[config.mk]
export PLATFORM = sky130hd
export DESIGN_NAME = adder8_resp
export DESIGN_NICKNAME = d
export VERILOG_FILES = /design/src/rtl/adder8_pkg.sv /design/src/rtl/adder8_rsp_fifo.sv /design/src/rtl/adder8_resp.sv
export SDC_FILE = /design/constraint.sdc
export NUM_CORES = 1
export LEC_CHECK = 0
export BUFFER_PORTS_ARGS = -buffer_cell sky130_fd_sc_hd__buf_2
export CORE_ASPECT_RATIO = 1.2
export CORE_MARGIN = 2
export CORE_UTILIZATION = 30
export DETAILED_ROUTE_END_ITERATION = 7
export GPL_TIMING_DRIVEN = 0
export PLACE_DENSITY_LB_ADDON = 0.2
export SYNTH_ARGS = -nofsm -noshare
export SYNTH_HDL_FRONTEND = slang
export SYNTH_SLANG_ARGS = --single-unit
[constraint.sdc]
create_clock -name clk -period 5.9 [get_ports clk]
set_clock_uncertainty 0.1 [all_clocks]
set_input_delay 0.885 -clock clk [delete_from_list [all_inputs] [get_ports clk]]
set_output_delay 0.885 -clock clk [all_outputs]
set_load 0.02 [all_outputs]
[src/rtl/adder8_pkg.sv]
// Shared types and arithmetic helpers for the adder8 responder.
// ADDER8_RESP_OVF_EN adds a signed-overflow bit to every stored response.
package adder8_pkg;

  localparam int ADDER_W   = 8;
  // Tags are zero-padded to this width in storage; TAG_W must not exceed it.
  localparam int TAG_MAX_W = 16;

  typedef struct packed {
    logic [ADDER_W-1:0] a;
    logic [ADDER_W-1:0] b;
    logic               cin;
  } adder8_req_t;

  typedef struct packed {
    logic [ADDER_W-1:0]   sum;
    logic                 cout;
    logic [TAG_MAX_W-1:0] tag;
`ifdef ADDER8_RESP_OVF_EN
    logic                 ovf;
`endif
  } adder8_rsp_t;

  function automatic logic [ADDER_W:0] adder8_calc(input adder8_req_t req);
    return {1'b0, req.a} + {1'b0, req.b} + {{ADDER_W{1'b0}}, req.cin};
  endfunction

`ifdef ADDER8_RESP_OVF_EN
  // Signed overflow: operands share a sign bit that the result does not.
  function automatic logic adder8_ovf(input adder8_req_t req,
                                      input logic [ADDER_W-1:0] sum);
    return (req.a[ADDER_W-1] == req.b[ADDER_W-1]) &&
           (sum[ADDER_W-1] != req.a[ADDER_W-1]);
  endfunction
`endif

  function automatic adder8_rsp_t adder8_make_rsp(input adder8_req_t req,
                                                  input logic [TAG_MAX_W-1:0] tag);
    adder8_rsp_t      rsp;
    logic [ADDER_W:0] res;
    res      = adder8_calc(req);
    rsp.sum  = res[ADDER_W-1:0];
    rsp.cout = res[ADDER_W];
    rsp.tag  = tag;
`ifdef ADDER8_RESP_OVF_EN
    rsp.ovf  = adder8_ovf(req, res[ADDER_W-1:0]);
`endif
    return rsp;
  endfunction

endpackage

[src/rtl/adder8_rsp_fifo.sv]
// Synchronous response FIFO of adder8_rsp_t with occupancy and next-occupancy outputs.
// Storage width follows ADDER8_RESP_OVF_EN through the package struct.
module adder8_rsp_fifo
  import adder8_pkg::*;
#(
  parameter  int DEPTH = 4,
  localparam int PTR_W = $clog2(DEPTH),
  localparam int LVL_W = $clog2(DEPTH) + 1
) (
  input  logic              clk,
  input  logic              rstn,
  input  logic              push,
  input  adder8_rsp_t       push_data,
  input  logic              pop,
  output adder8_rsp_t       head,
  output logic              full,
  output logic              empty,
  output logic [LVL_W-1:0]  level,
  output logic [LVL_W-1:0]  level_nxt
);

  localparam logic [LVL_W-1:0] DEPTH_LVL = LVL_W'(DEPTH);

  adder8_rsp_t      mem_q [DEPTH];
  adder8_rsp_t      mem_d [DEPTH];
  adder8_rsp_t      last_q, last_d;
  logic [PTR_W-1:0] wr_ptr_q, wr_ptr_d;
  logic [PTR_W-1:0] rd_ptr_q, rd_ptr_d;
  logic [LVL_W-1:0] level_q, level_d;
  logic             do_push, do_pop;

  assign full  = (level_q == DEPTH_LVL);
  assign empty = (level_q == '0);

  always_comb begin
    do_push  = push && !full;
    do_pop   = pop && !empty;
    mem_d    = mem_q;
    last_d   = last_q;
    wr_ptr_d = wr_ptr_q;
    rd_ptr_d = rd_ptr_q;
    level_d  = level_q;

    // DEPTH is a power of two, so pointers wrap by natural overflow.
    if (do_push) begin
      mem_d[wr_ptr_q] = push_data;
      wr_ptr_d        = wr_ptr_q + PTR_W'(1);
    end
    if (do_pop) begin
      last_d   = mem_q[rd_ptr_q];
      rd_ptr_d = rd_ptr_q + PTR_W'(1);
    end

    case ({do_push, do_pop})
      2'b10:   level_d = level_q + LVL_W'(1);
      2'b01:   level_d = level_q - LVL_W'(1);
      default: level_d = level_q;
    endcase
  end

  always_ff @(posedge clk or negedge rstn) begin
    if (!rstn) begin
      for (int i = 0; i < DEPTH; i++) mem_q[i] <= '0;
      last_q   <= '0;
      wr_ptr_q <= '0;
      rd_ptr_q <= '0;
      level_q  <= '0;
    end else begin
      mem_q    <= mem_d;
      last_q   <= last_d;
      wr_ptr_q <= wr_ptr_d;
      rd_ptr_q <= rd_ptr_d;
      level_q  <= level_d;
    end
  end

  // While empty the head keeps presenting the most recently popped entry.
  assign head      = empty ? last_q : mem_q[rd_ptr_q];
  assign level     = level_q;
  assign level_nxt = level_d;

endmodule

[src/rtl/adder8_resp.sv]
// Sequential 8-bit adder responder: valid/ready requests in, queued in-order responses out.
// Define ADDER8_RESP_OVF_EN to add the per-response signed-overflow output rsp_ovf.
module adder8_resp
  import adder8_pkg::*;
#(
  parameter  int RSP_DEPTH = 4,
  parameter  int TAG_W     = 4,
  localparam int LVL_W     = $clog2(RSP_DEPTH) + 1
) (
  input  logic                 clk,
  input  logic                 rstn,
  input  logic                 req_valid,
  output logic                 req_ready,
  input  logic [ADDER_W-1:0]   req_a,
  input  logic [ADDER_W-1:0]   req_b,
  input  logic                 req_cin,
  output logic                 rsp_valid,
  input  logic                 rsp_ready,
  output logic [ADDER_W-1:0]   rsp_sum,
  output logic                 rsp_cout,
  output logic [TAG_W-1:0]     rsp_tag,
`ifdef ADDER8_RESP_OVF_EN
  output logic                 rsp_ovf,
`endif
  output logic [LVL_W-1:0]     level
);

  // Handshakes: a transfer happens on a rising edge where valid && ready.
  // req_ready is registered from the next-cycle occupancy, so a full FIFO
  // refuses requests even while a pop frees a slot that same cycle.
  // rsp_valid and its payload stay stable until popped.

  localparam logic [LVL_W-1:0] DEPTH_LVL = LVL_W'(RSP_DEPTH);

  logic [TAG_W-1:0] tag_q, tag_d;
  logic             req_ready_q, req_ready_d;
  logic             req_fire, rsp_fire;
  adder8_req_t      req;
  adder8_rsp_t      push_rsp, head_rsp;
  logic             fifo_full, fifo_empty;
  logic [LVL_W-1:0] fifo_level, fifo_level_nxt;
  logic             tag_pad_unused;

  always_comb begin
    req.a       = req_a;
    req.b       = req_b;
    req.cin     = req_cin;
    req_fire    = req_valid && req_ready_q && !fifo_full;
    rsp_fire    = rsp_ready && !fifo_empty;
    tag_d       = tag_q;
    if (req_fire) tag_d = tag_q + TAG_W'(1);
    push_rsp    = adder8_make_rsp(req, TAG_MAX_W'(tag_q));
    req_ready_d = (fifo_level_nxt < DEPTH_LVL);
  end

  always_ff @(posedge clk or negedge rstn) begin
    if (!rstn) begin
      tag_q       <= '0;
      req_ready_q <= 1'b0;
    end else begin
      tag_q       <= tag_d;
      req_ready_q <= req_ready_d;
    end
  end

  adder8_rsp_fifo #(
    .DEPTH (RSP_DEPTH)
  ) u_fifo (
    .clk       (clk),
    .rstn      (rstn),
    .push      (req_fire),
    .push_data (push_rsp),
    .pop       (rsp_fire),
    .head      (head_rsp),
    .full      (fifo_full),
    .empty     (fifo_empty),
    .level     (fifo_level),
    .level_nxt (fifo_level_nxt)
  );

  assign req_ready = req_ready_q;
  assign rsp_valid = !fifo_empty;
  assign rsp_sum   = head_rsp.sum;
  assign rsp_cout  = head_rsp.cout;
  assign rsp_tag   = head_rsp.tag[TAG_W-1:0];
`ifdef ADDER8_RESP_OVF_EN
  assign rsp_ovf   = head_rsp.ovf;
`endif
  assign level     = fifo_level;

  // Stored tags are zero-padded; the padding bits are never observed.
  assign tag_pad_unused = ^head_rsp.tag;

endmodule

Word level (Yosys, flattened, before mapping)
Index checks and enable logic that the tools add are counted.
{"block": "word_totals", "ff_bits": 137, "inputBits": 21, "output_inout_bits": 18, "elab_cells": 53}
{"block": "op_classes", "add_sub_neg": 7, "order_cmp": 4, "eq_ne": 3, "mux": 8, "bitwise": 2, "n_reduce_logical": 9}
{"cell": "100-bit bitwise mux", "count": 1}
{"cell": "25-bit two-way mux", "count": 4}
{"cell": "25-bit binary-select mux with 2-bit select", "count": 1}
{"cell": "25-bit demux with 2-bit select", "count": 1}
{"cell": "8-bit by 8-bit adder with 9-bit output", "count": 1}
{"cell": "9-bit by 1-bit adder with 9-bit output", "count": 1}
{"cell": "3-bit >= comparator (second input constant)", "count": 2}
{"cell": "1-bit logical AND", "count": 6}
{"cell": "2-bit inverter with 3-bit output", "count": 2}
{"cell": "3-bit case mux with 2 select lines", "count": 1}
{"cell": "2-bit by 1-bit adder with 2-bit output (second input constant)", "count": 2}
{"cell": "4-bit by 1-bit adder with 4-bit output (second input constant)", "count": 1}
{"cell": "3-bit by 1-bit adder with 3-bit output (second input constant)", "count": 1}
{"cell": "3-bit equality test (second input constant)", "count": 1}
{"cell": "3-bit logical NOT", "count": 1}
{"cell": "3-bit by 1-bit less-than comparator with 1-bit output (second input constant)", "count": 1}
{"cell": "3-bit less-than comparator (second input constant)", "count": 1}
{"cell": "3-bit by 1-bit subtractor with 3-bit output (second input constant)", "count": 1}
{"cell": "2-bit by 1-bit equality test with 1-bit output (second input constant)", "count": 1}
{"cell": "2-bit equality test (second input constant)", "count": 1}
{"cell": "1-bit logical NOT", "count": 2}

Logic depth before layout (Yosys ltp)
{"block": "logic_depth", "ltp_word": 7, "mapped_depth": 11, "ltp_nobuf": 9}

Modules after synthesis
Synthesis repeated with hierarchy kept, for this count alone.
{"block": "unflattened", "cells_unflattened": 419, "hier_area_um2": 6989.2}
{"mod": "adder8_rsp_fifo", "n_inst": 1, "cells_per_inst": 358, "area_per_inst_um2": 6418.7, "seq_area_each_um2": 3303.2}
{"mod": "adder8_resp", "n_inst": 1, "cells_per_inst": 61, "area_per_inst_um2": 570.5, "seq_area_each_um2": 125.1}

Least setup slack after synthesis
OpenSTA, ideal clock, no wires.
{"block": "synth_timing", "kind": "input to register", "start": "input req_valid", "end": "register req_ready_q, in the netlist req_ready", "setup_ps": 121, "arrival_time_ps": 2599, "t_required_ps": 5679, "path_slack_ps": 3080, "cell_stages": 11, "n_path_buf": 2, "cell_sequence": "and2_0 > clkbuf_1 > and2_1 > buf_6 > inv_1 > ha_1 > fa_1 > xnor2_1 > nor2_1 > xor2_1 > inv_1"}
{"block": "synth_between", "elab_chain_len": 6, "word_cells_on_any_way": 7, "cone_classes": "order compare: 1; eq/ne: 2; mux: 1; reduce/logical: 3"}
{"element": "from (decl)", "line": "adder8_resp.sv:12", "rtl": "input logic req_valid,"}
{"element": "1-bit logical AND (*) (2 in series)", "line": "adder8_resp.sv:48", "rtl": "req_fire = req_valid && req_ready_q && !fifo_full;"}
{"element": "1-bit logical AND (*)", "line": "adder8_rsp_fifo.sv:36", "rtl": "do_push = push && !full;"}
{"element": "2-bit by 1-bit equality test with 1-bit output / 2-bit equality test (equally long branches)", "line": "adder8_rsp_fifo.sv:54", "rtl": "case ({do_push, do_pop})"}
{"element": "3-bit case mux with 2 select lines (*)", "line": "adder8_rsp_fifo.sv:54"}
{"element": "3-bit less-than comparator (*)", "line": "adder8_resp.sv:53", "rtl": "req_ready_d = (fifo_level_nxt < DEPTH_LVL);"}
{"element": "via req_ready_d", "line": "adder8_resp.sv:36", "rtl": "logic req_ready_q, req_ready_d;"}
{"element": "to (signal assigned)", "line": "adder8_resp.sv:62", "rtl": "req_ready_q <= req_ready_d;"}
{"element": "to (decl)", "line": "adder8_resp.sv:36"}
Mark *: on every way through the listed nets, which the timed path passes. The rest lies on a longest branch.
A chain may end at the register's enable or synchronous reset.

Final worst setup path
{"block": "layout_timing", "start": "register u_fifo.rd_ptr_q[1]", "end": "output rsp_sum[7]"}
{"block": "layout_between", "elab_chain_len": 5}
{"element": "from (decl)", "line": "adder8_rsp_fifo.sv:28", "rtl": "logic [PTR_W-1:0] rd_ptr_q, rd_ptr_d;"}
{"element": "from (signal assigned)", "line": "adder8_rsp_fifo.sv:72", "rtl": "rd_ptr_q <= rd_ptr_d;"}
{"element": "2-bit inverter with 3-bit output (not written as such)", "line": "adder8_rsp_fifo.sv:78", "rtl": "assign head = empty ? last_q : mem_q[rd_ptr_q];"}
{"element": "25-bit binary-select mux with 2-bit select", "line": "adder8_rsp_fifo.sv:78"}
{"element": "25-bit two-way mux (not written as such) (2 in series)", "line": "adder8_rsp_fifo.sv:78"}
{"element": "25-bit two-way mux", "line": "adder8_rsp_fifo.sv:78"}
{"element": "to (decl)", "line": "adder8_resp.sv:19", "rtl": "output logic [ADDER_W-1:0] rsp_sum,"}
No other way between the ends. The select of a mux whose other input is x is not followed.

==> out/metrics.csv <==
stage;metric;value;unit
worst_setup_path;required;4.91;ns
hold_path;hold_class;in -> async;
clock_tree;cts_tree;yes;
clock_tree;clk_pin_slew;0.06;ns
place;gp_congestion;0.737;
worst_setup_path;crit_start;u_fifo.rd_ptr_q[1];
floorplan;start_util;0.305;
synthesis;ys_seq_area_frac;0.479;
synthesis;synth_xor_area_frac;0.0239;
floorplan;num_io_pins;39;
synthesis;synthesis.nets;363;
sta;relSlewSlack;0.542;
global_route;antenna_found_initial;0;
drt;drc;0;
synthesis;ys_warn_count;0;
global_route;first_global_vias;2674;
sta;layout_setup_ws;2.62;ns
synthesis;synth-edff-count;0;
worst_setup_path;r2r-end;req_ready;
worst_setup_path;crit_type;reg -> out;
worst_setup_path;crit_path_end;rsp_sum[7];
global_route;grt_max_degree;60;
finish;final_util;0.358;
finish;drive_gt1_frac;0.324;
synthesis;synth.area.mux_share;0.219;
sta;fin_crit;3.28;ns
finish;fin_nets;413;
place;dpl_worst_slack;2.80;ns
global_route;track_usage;0.134;
synthesis;synth_common_cells;77 x dfrtp_1, 61 x nand2_1, 25 x mux2_4;
sta;rsz0062_at_grt;false;
worst_setup_path;crit_chain;buf_1 -> mux4_2 -> mux2_2 -> buf_2;
synthesis;ys_seq_elements;77;
worst_setup_path;cp-start-kind;flop;
synthesis;ys.flop_type;dfrtp_1;
pwr;p_leak;2.19;nW
synthesis;synth_fa_ha_area_frac;0.0553;
place;portBuffers;38;
drt;firstDrtPassIters;4;
global_route;grt_overflow;0;
synthesis;synth_cell_type_count;41;
finish;antennaDiodeCount;0;
drt;drt_iter0_drc;97;
clock_tree;h-tree-depth;3;
sta;setup-tns-final;0;ns
floorplan;rows;46;
synthesis;synth_simple_gate_area_frac;0.112;
clock_tree;cts_buffers;9;
sta;finalCritPeriodShare;0.555;
clock_tree;cts.sinks;77;
floorplan;fp.coreArea;13200;µm²
synthesis;ys_top_cells_by_area;dfrtp_1 48%, mux2_4 9.3%, mux4_2 7.3%;
worst_setup_path;slowest_delay;0.57;ns
worst_setup_path;cp.arrival;2.29;ns
flow_run;drv_cap;0;
floorplan;die_y;131;µm
drt;dr_total_vias;2594;
synthesis;syn_inst;326;
worst_setup_path;cp-end-kind;primary output;
clock_tree;clockBufferDepth;2;
pwr;peakVddDrop;0.220;mV
finish;syn_to_final_growth;17.2;%
worst_setup_path;reg2reg_depth;11;
synthesis;yosysTopAreaCellShare;0.479;
sta;hold_viol;0;
drt;ant_nets;0;
global_route;grt_pass1_wl;14.3;mm
clock_tree;insertion_delay;0.33;ns
pwr;p_per_area;569;nW/µm²
synthesis;synth_area_per_cell;12.4;µm²
drt;wl_per_cell;15.7;µm
synthesis;synth_compound_area_frac;0.0699;
place;hpwlAfterDp;6.05;mm
worst_setup_path;slowest_stage;buf_1;
worst_setup_path;path_max_fanout;10;
sta;setup_viol;0;
worst_setup_path;rrSetupSlack;3.04;ns
synthesis;yosys.cell_count.top_type;dfrtp_1;
synthesis;synth-async-reset-ratio;1.00;
sta;finalMaxSlewViolations;0;
synthesis;synth.cell_area;4030;µm²
clock_tree;cts-root-buf;clkbuf_16;
drt;drt_wl_total;8.59;mm
floorplan;chipWidth;110;µm
drt;routed_via_density;4.73;
clock_tree;ctsResizeCount;0;
synthesis;synth_top_family_by_area;multiplexers;
status;status;completed;
clock_tree;hold_buffers;0;
sta;tightest_slew;0.687;ns
synthesis;synth_top_area_cell;dfrtp_1;
sta;fmax;305;MHz
worst_setup_path;reg2reg_from;u_fifo.level[0];
floorplan;dieArea;14400;µm²
clock_tree;post_cts_buffers;0;
## sequential cells by signal, indices dropped and copies added, names as in the netlist, named ones only
register and cells:
u_fifo.mem_q 52, tag_q 4, req_ready 1, u_fifo.rd_ptr_q 2, u_fifo.level 2, u_fifo.wr_ptr_q 2
u_fifo.last_q 13
## placed cells by master (no fill, tap or decap), types with 2 or more instances in the layout
| cell type | instances |
|---|---|
| o211a_1 | 2 |
| mux4_2 | 13 |
| or4_1 | 4 |
| mux2_4 | 25 |
| nand4_1 | 2 |
| a21oi_1 | 4 |
| buf_6 | 7 |
| buf_1 | 2 |
| buf_2 | 46 |
| and3_4 | 4 |
| nand3_1 | 8 |
| nor3_1 | 2 |
| mux2_2 | 13 |
| o31ai_1 | 8 |
| nand2_1 | 61 |
| ha_1 | 13 |
| o21a_1 | 4 |
| o21ai_1 | 2 |
| inv_1 | 7 |
| a21o_1 | 2 |
| a31oi_1 | 4 |
| clkbuf_16 | 9 |
| o21ai_0 | 8 |
| mux2_1 | 6 |
| nor2_1 | 7 |
| o211ai_1 | 6 |
| xnor2_1 | 8 |
| dfrtp_1 | 77 |
| xor2_1 | 3 |
| fa_1 | 3 |
| clkinv_2 | 2 |
| clkbuf_1 | 4 |
## where the power goes
part / switching (mW) / leakage, nW / internal (mW)
clock: 0.202 / 0.129 / 0.293
combinational: 0.608 / 1.11 / 0.634
sequential: 0.162 / 0.945 / 0.787
## cell families (layout without fill, tap and decap cells)
| kind of cell | count (synthesis) | after routing |
|---|---|---|
| fa+ha+maj | 16 | 16 |
| compound gates | 42 | 42 |
| flops | 77 | 77 |
| mux | 57 | 57 |
| buf+inv | 27 | 81 |
| simple gates | 96 | 96 |
| xor+xnor | 11 | 11 |
## metal layers
layer  wire [µm]  up-vias  track usage
met1        3860     1277        0.173
li1            -     1261            -
met2        4230       40        0.216
met5           0        -            0
met3         250       16       0.0169
met4         247        0       0.0759
## cell type report
type	instances	area, µm²
repair buffers	39	220
clock buffers	13	250
clock inverters	2	10.0
fillers	1319	8460
plain buffers	19	135
well taps	168	210
multi-input cells	222	1930
flip-flops and latches	77	1930
inverters	8	30.0
## how the worst min path moves through the flow
stage                      start                  to  slack, ns  cells past startpoint
6_report                    rstn  u_fifo.wr_ptr_q[0]       0.34                      1
5_1_grt                     rstn  u_fifo.wr_ptr_q[0]       0.34                      1
3_3_place_gp    u_fifo.last_q[3]    u_fifo.last_q[3]       0.35                      2
3_5_place_dp   u_fifo.last_q[16]   u_fifo.last_q[16]       0.36                      2
4_1_cts                     rstn  u_fifo.wr_ptr_q[0]       0.34                      1
2_1_floorplan  u_fifo.last_q[16]   u_fifo.last_q[16]       0.34                      2
## through the flow
| stage | cells | instance area [µm²] | power [mW] | hold slack [ns] |
|---|---|---|---|---|
| 2_1_floorplan | 326 | 4030 | 1.88 | 0.339 |
| 3_3_place_gp | 532 | 4430 | 2.19 | 0.352 |
| 3_5_place_dp | 533 | 4460 | 2.22 | 0.358 |
| 4_1_cts | 548 | 4720 | 2.73 | 0.336 |
| 5_1_grt | 548 | 4720 | 2.89 | 0.342 |
| 6_report | 548 | 4720 | 2.69 | 0.336 |
## worst max-delay path, delay by kind of cell, from the launching register on
| family | cells | cell delay [ns] |
|---|---|---|
| buffers and inverters | 2 | 0.73 |
| flip-flops | 1 | 0.48 |
| multiplexers | 2 | 0.75 |
(Power assumes the default switching activity.)
